**config.mk**
```make
export PLATFORM = sky130hd
export DESIGN_NAME = seg7_reader
export DESIGN_NICKNAME = d
export VERILOG_FILES = /design/src/rtl/seg7_reader.sv
export SDC_FILE = /design/constraint.sdc
export NUM_CORES = 1
export LEC_CHECK = 0
export BUFFER_PORTS_ARGS = -buffer_cell sky130_fd_sc_hd__buf_2
export CAP_MARGIN = 20
export CORE_MARGIN = 2
export CORE_UTILIZATION = 62
export DETAILED_ROUTE_END_ITERATION = 10
export PLACE_DENSITY = 0.91
export SETUP_SLACK_MARGIN = 0.05
export SYNTH_ARGS = -nofsm -noshare
export SYNTH_HDL_FRONTEND = slang
export SYNTH_SLANG_ARGS = --single-unit
```
**constraint.sdc**
```tcl
create_clock -name clk -period 4.55 [get_ports clk]
set_input_delay 0.2275 -clock clk [delete_from_list [all_inputs] [get_ports clk]]
set_output_delay 0.2275 -clock clk [all_outputs]
set_load 0.02 [all_outputs]
```
**src/rtl/seg7_reader.sv**
```systemverilog
// Seven-segment bus receiver: synchronizes, debounces and classifies a segment pattern into hex/blank/error.
// Optional build macro SEG7_READER_ALT_GLYPH_EN also accepts the alternate 7 (0x27) and 9 (0x67) glyphs.
module seg7_reader #(
    parameter int SYNC_DEPTH    = 2,
    parameter int STABLE_CYCLES = 1000,
    parameter bit ACTIVE_LOW    = 1'b1
) (
    input  logic       clk,
    input  logic       n_rst,
    input  logic [6:0] i_seg,
    output logic [3:0] o_hex,
    output logic       o_valid,
    output logic       o_blank,
    output logic       o_error,
    output logic       o_update
);

    localparam int               CNT_W     = $clog2(STABLE_CYCLES + 1);
    localparam logic [6:0]       OFF_LEVEL = ACTIVE_LOW ? 7'h7F : 7'h00;
    localparam logic [CNT_W-1:0] CNT_LAST  = CNT_W'(STABLE_CYCLES - 1);

    localparam logic [0:0] ST_SETTLE = 1'b0;
    localparam logic [0:0] ST_LOCKED = 1'b1;

    generate
        if (SYNC_DEPTH < 2) begin : g_bad_sync
            $error("seg7_reader: SYNC_DEPTH must be at least 2");
        end
        if (STABLE_CYCLES < 1) begin : g_bad_stable
            $error("seg7_reader: STABLE_CYCLES must be at least 1");
        end
    endgenerate

    logic [SYNC_DEPTH-1:0][6:0] sync_q;
    logic [6:0]                 s;
    logic [6:0]                 candidate;
    logic [CNT_W-1:0]           counter;
    logic [0:0]                 state;

    logic       cls_valid;
    logic       cls_blank;
    logic       cls_error;
    logic [3:0] cls_hex;
    logic [3:0] next_hex;
    logic       changed;

    // Reset parks the chain at the "all off" level so the bus reads blank, not garbage.
    always_ff @(posedge clk or negedge n_rst) begin
        if (!n_rst) begin
            sync_q <= {SYNC_DEPTH{OFF_LEVEL}};
        end else begin
            sync_q <= {sync_q[SYNC_DEPTH-2:0], i_seg};
        end
    end

    assign s = sync_q[SYNC_DEPTH-1] ^ {7{ACTIVE_LOW}};

    always_comb begin
        cls_valid = 1'b0;
        cls_blank = 1'b0;
        cls_hex   = 4'h0;
        case (candidate)
            7'h3F: begin cls_valid = 1'b1; cls_hex = 4'h0; end
            7'h06: begin cls_valid = 1'b1; cls_hex = 4'h1; end
            7'h5B: begin cls_valid = 1'b1; cls_hex = 4'h2; end
            7'h4F: begin cls_valid = 1'b1; cls_hex = 4'h3; end
            7'h66: begin cls_valid = 1'b1; cls_hex = 4'h4; end
            7'h6D: begin cls_valid = 1'b1; cls_hex = 4'h5; end
            7'h7D: begin cls_valid = 1'b1; cls_hex = 4'h6; end
            7'h07: begin cls_valid = 1'b1; cls_hex = 4'h7; end
            7'h7F: begin cls_valid = 1'b1; cls_hex = 4'h8; end
            7'h6F: begin cls_valid = 1'b1; cls_hex = 4'h9; end
            7'h77: begin cls_valid = 1'b1; cls_hex = 4'hA; end
            7'h7C: begin cls_valid = 1'b1; cls_hex = 4'hB; end
            7'h39: begin cls_valid = 1'b1; cls_hex = 4'hC; end
            7'h5E: begin cls_valid = 1'b1; cls_hex = 4'hD; end
            7'h79: begin cls_valid = 1'b1; cls_hex = 4'hE; end
            7'h71: begin cls_valid = 1'b1; cls_hex = 4'hF; end
`ifdef SEG7_READER_ALT_GLYPH_EN
            7'h27: begin cls_valid = 1'b1; cls_hex = 4'h7; end
            7'h67: begin cls_valid = 1'b1; cls_hex = 4'h9; end
`endif
            7'h00: cls_blank = 1'b1;
            default: cls_blank = 1'b0;
        endcase
    end

    assign cls_error = !cls_valid && !cls_blank;
    // Blank and error commits keep the last good digit on o_hex.
    assign next_hex  = cls_valid ? cls_hex : o_hex;
    assign changed   = {cls_valid, cls_blank, cls_error, next_hex}
                       != {o_valid, o_blank, o_error, o_hex};

    always_ff @(posedge clk or negedge n_rst) begin
        if (!n_rst) begin
            candidate <= 7'h00;
            counter   <= '0;
            state     <= ST_SETTLE;
            o_hex     <= 4'h0;
            o_valid   <= 1'b0;
            o_blank   <= 1'b0;
            o_error   <= 1'b0;
            o_update  <= 1'b0;
        end else begin
            o_update <= 1'b0;
            // A changed sample always wins, even on the edge that would have committed.
            if (s != candidate) begin
                candidate <= s;
                counter   <= '0;
                state     <= ST_SETTLE;
            end else if (state == ST_SETTLE) begin
                if (counter == CNT_LAST) begin
                    state    <= ST_LOCKED;
                    o_hex    <= next_hex;
                    o_valid  <= cls_valid;
                    o_blank  <= cls_blank;
                    o_error  <= cls_error;
                    o_update <= changed;
                end else begin
                    counter <= counter + CNT_W'(1);
                end
            end
        end
    end

endmodule

```
==> flow_metrics.tcl <==
set metrics [dict create \
    period_needed_ps 2980 \
    ys_seq_area_share_pct 51.4 \
    powerDensity_nw_per_um2 309 \
    synthXorXnorAreaFrac_pct 7.51 \
    hold_violations 0 \
    cts.sinks 40 \
    antenna_found_initial 0 \
    layout-drive-gt1-share_pct 19.0 \
    worstSetupPathType "flop to flop" \
    postRouteAntennaNets 0 \
    finalWirelength_mm 3.93 \
    ys_seq_elements 40 \
    dieArea_um2 3670 \
    synth_top_family_by_area "simple AND/OR/NAND/NOR gates" \
    final-setup-viol-count 0 \
    fin_cells 254 \
    leakagePower_nw 0.986 \
    insertion_delay_ps 350 \
    num_rows 20 \
    synth-simple-area-share_pct 22.7 \
    yosys.area.top_type "dfrtp_1" \
    muxShareOfSynthArea_pct 1.26 \
    drc 0 \
    routedWlPerCell_um 15.5 \
    firstDrtPassIters 4 \
    hold_class "flop to flop" \
    syn2layout_area_growth_pct 12.1 \
    cts_made_buffers 5 \
    clock_path_buffers 2 \
    status "finished clean" \
    vdd_drop_max_mv 0.286 \
    synth_async_sr_flop_share_pct 100 \
    placed_cells 238 \
    portBuffers 16 \
    nFillCells 214 \
    drv_cap 0 \
    syn_area_um2 1980 \
    first_global_vias 1404 \
    path_clk_slew_ps 120 \
    arrival_ps 3230 \
    vias 1506 \
    gr-total-overflow 0 \
    rsz0062_at_grt "false" \
    nNetsFinal 219 \
    critical_path.max_fanout 17 \
    core_area_um2 3050 \
    period_share_pct 65.5 \
    routed_via_density 5.93 \
    fmax_ghz 0.336 \
    yosys-top-cells-area "dfrtp_1 (33%), dfstp_2 (19%), xor2_1 (4.4%)" \
    worstMarginPinSlew_ps 813 \
    synthAdderAreaFrac_pct 0.631 \
    drv_slew 0 \
    hpwl_mm 2.48 \
    synth_edf_count 0 \
    ioPinCount 17 \
    htree_num_levels 2 \
    cts_tree "yes" \
    antenna_cells 0 \
    netlist.area_leader.share_pct 32.8 \
    slew_headroom_pct 45.8 \
    tns_ps 0 \
    start_kind "flop" \
    netlist_instances 191 \
    synthFlopType "dfrtp_1" \
    grt_usage_pct 24.0 \
    gp_congestion 0.959 \
    start_util_pct 64.9 \
    skew_ps 9.33 \
    whs_ps 364 \
    postCtsSetupBuffers 0 \
    root_buffer "clkbuf_4" \
    dieWidth_um 60.5 \
    synth_nets 201 \
    crit_path_end_kind "flop" \
    syn_avg_cell_area_um2 10.4 \
    grt_first_pass_wirelength_mm 6.27 \
    synth_warnings 0 \
    required_ps 4800 \
    grt_max_degree 41 \
    synth_compound_area_share_pct 11.1 \
    drt_iter0_drc 67 \
    fp.dieH_um 60.5 \
    synth_cell_types 46 \
]
[timing repair]
action	4_1_cts	5_1_grt
hold endpoints to repair	33	0
gates resized for setup	0	0
hold buffers	8	0
[placed cells by master (no fill, tap or decap), drive strengths merged, types with 3 or more instances in the layout]
master / n
dfrtp: 26
nor2: 14
a21oi: 4
dlygate4sd3: 8
nand4b: 4
inv: 10
nor2b: 5
o2bb2ai: 3
xnor2: 7
nand3: 4
clkbuf: 7
o22ai: 3
and3: 3
o21ai: 10
nor3b: 3
or3: 4
xor2: 10
buf: 16
nand2: 13
dfstp: 14
nand4: 7
[critical path, cell delays in order, from the launching register on]
cell	delay, ps
dfrtp_1	650
xnor2_1	130
nor4_1	360
nand4_1	480
or3_1	650
or2_4	300
mux2_4	300
[layout make-up]
cell class / count / area [µm²] / share of cell area [%]
clock inverter: 1 / 30.0 / 1.35
multi-input combinational: 128 / 856 / 38.5
timing repair buffer: 24 / 160 / 7.21
sequential: 40 / 1020 / 45.8
clock buffer: 7 / 65.1 / 2.93
tap: 44 / 55.1 / 2.48
inverter: 10 / 37.5 / 1.69
[stage by stage]
stage | cell area (µm²) | utilization (%) | setup WS (ps) | total power (W)
finish | 2220 | 72.8 | 1570 | 0.000687
global route | 2220 | 72.8 | 1300 | 0.000708
global placement | 2050 | 67.0 | 1760 | 0.000425
floorplan | 1980 | - | 2330 | 0.000414
detailed placement | 2050 | 67.0 | 1650 | 0.000428
CTS | 2220 | 72.8 | 1620 | 0.000685
[power breakdown]
group | internal (W) | switching (W) | leakage (nW)
combinational | 0.0000208 | 0.0000208 | 0.440
clock | 0.000146 | 0.000113 | 0.0515
sequential | 0.000370 | 0.0000163 | 0.494
total | 0.000537 | 0.000151 | 0.986
[synthesized netlist by cell type, drive strengths merged (2+ instances only)]
library cell,n
or3b,2
and3,3
xor2,10
nand3b,2
nor3,2
dfstp,14
dfrtp,26
a21oi,4
o21ai,10
clkbuf,5
o2bb2ai,3
nor2b,5
o21a,2
o31a,2
nand4,7
o221ai,2
nor4bb,2
nand4b,4
o22ai,3
nand2,13
nor3b,3
inv,10
nor2,14
and3b,2
buf,8
or4,2
or3,4
nand3,4
or4b,2
xnor2,7
[per-layer routing]
| metal | track usage (%) | part of all wire [%] |
|---|---|---|
| met5 | 0 | 0 |
| met4 | 12.1 | 2.7 |
| met3 | 6.82 | 4.0 |
| met2 | 40.2 | 52 |
| met1 | 28.3 | 41 |
[sequential cells by signal, indices dropped and copies added, names as in the netlist]
| name | flops |
|---|---|
| o_valid | 1 |
| counter | 10 |
| candidate | 7 |
| o_hex | 4 |
| sync_q | 14 |
| o_blank | 1 |
| state | 1 |
| o_error | 1 |
| o_update | 1 |
[kinds of logic (layout without fill, tap and decap cells)]
family          count (synthesis)  in the layout
compound gates                 32             32
simple gates                   76             76
fa+ha+maj                       1              1
xor+xnor                       17             17
flops                          40             40
mux                             2              2
buf+inv                        23             42
[path summary, 6_finish.rpt]
check                                  start         end  slack (ps)  depth (start not counted)
worst max register to register  candidate[5]    o_hex[2]        1570                          6
worst max-delay path            candidate[5]    o_hex[2]        1570                          6
min in group asynchronous              n_rst     o_error         490                          2
worst min register to register     sync_q[3]  sync_q[10]         360                          0
worst min-delay path               sync_q[3]  sync_q[10]         360                          0
max in group asynchronous              n_rst       state        3550                          2
Note: power is estimated with default switching activity, not from simulation.
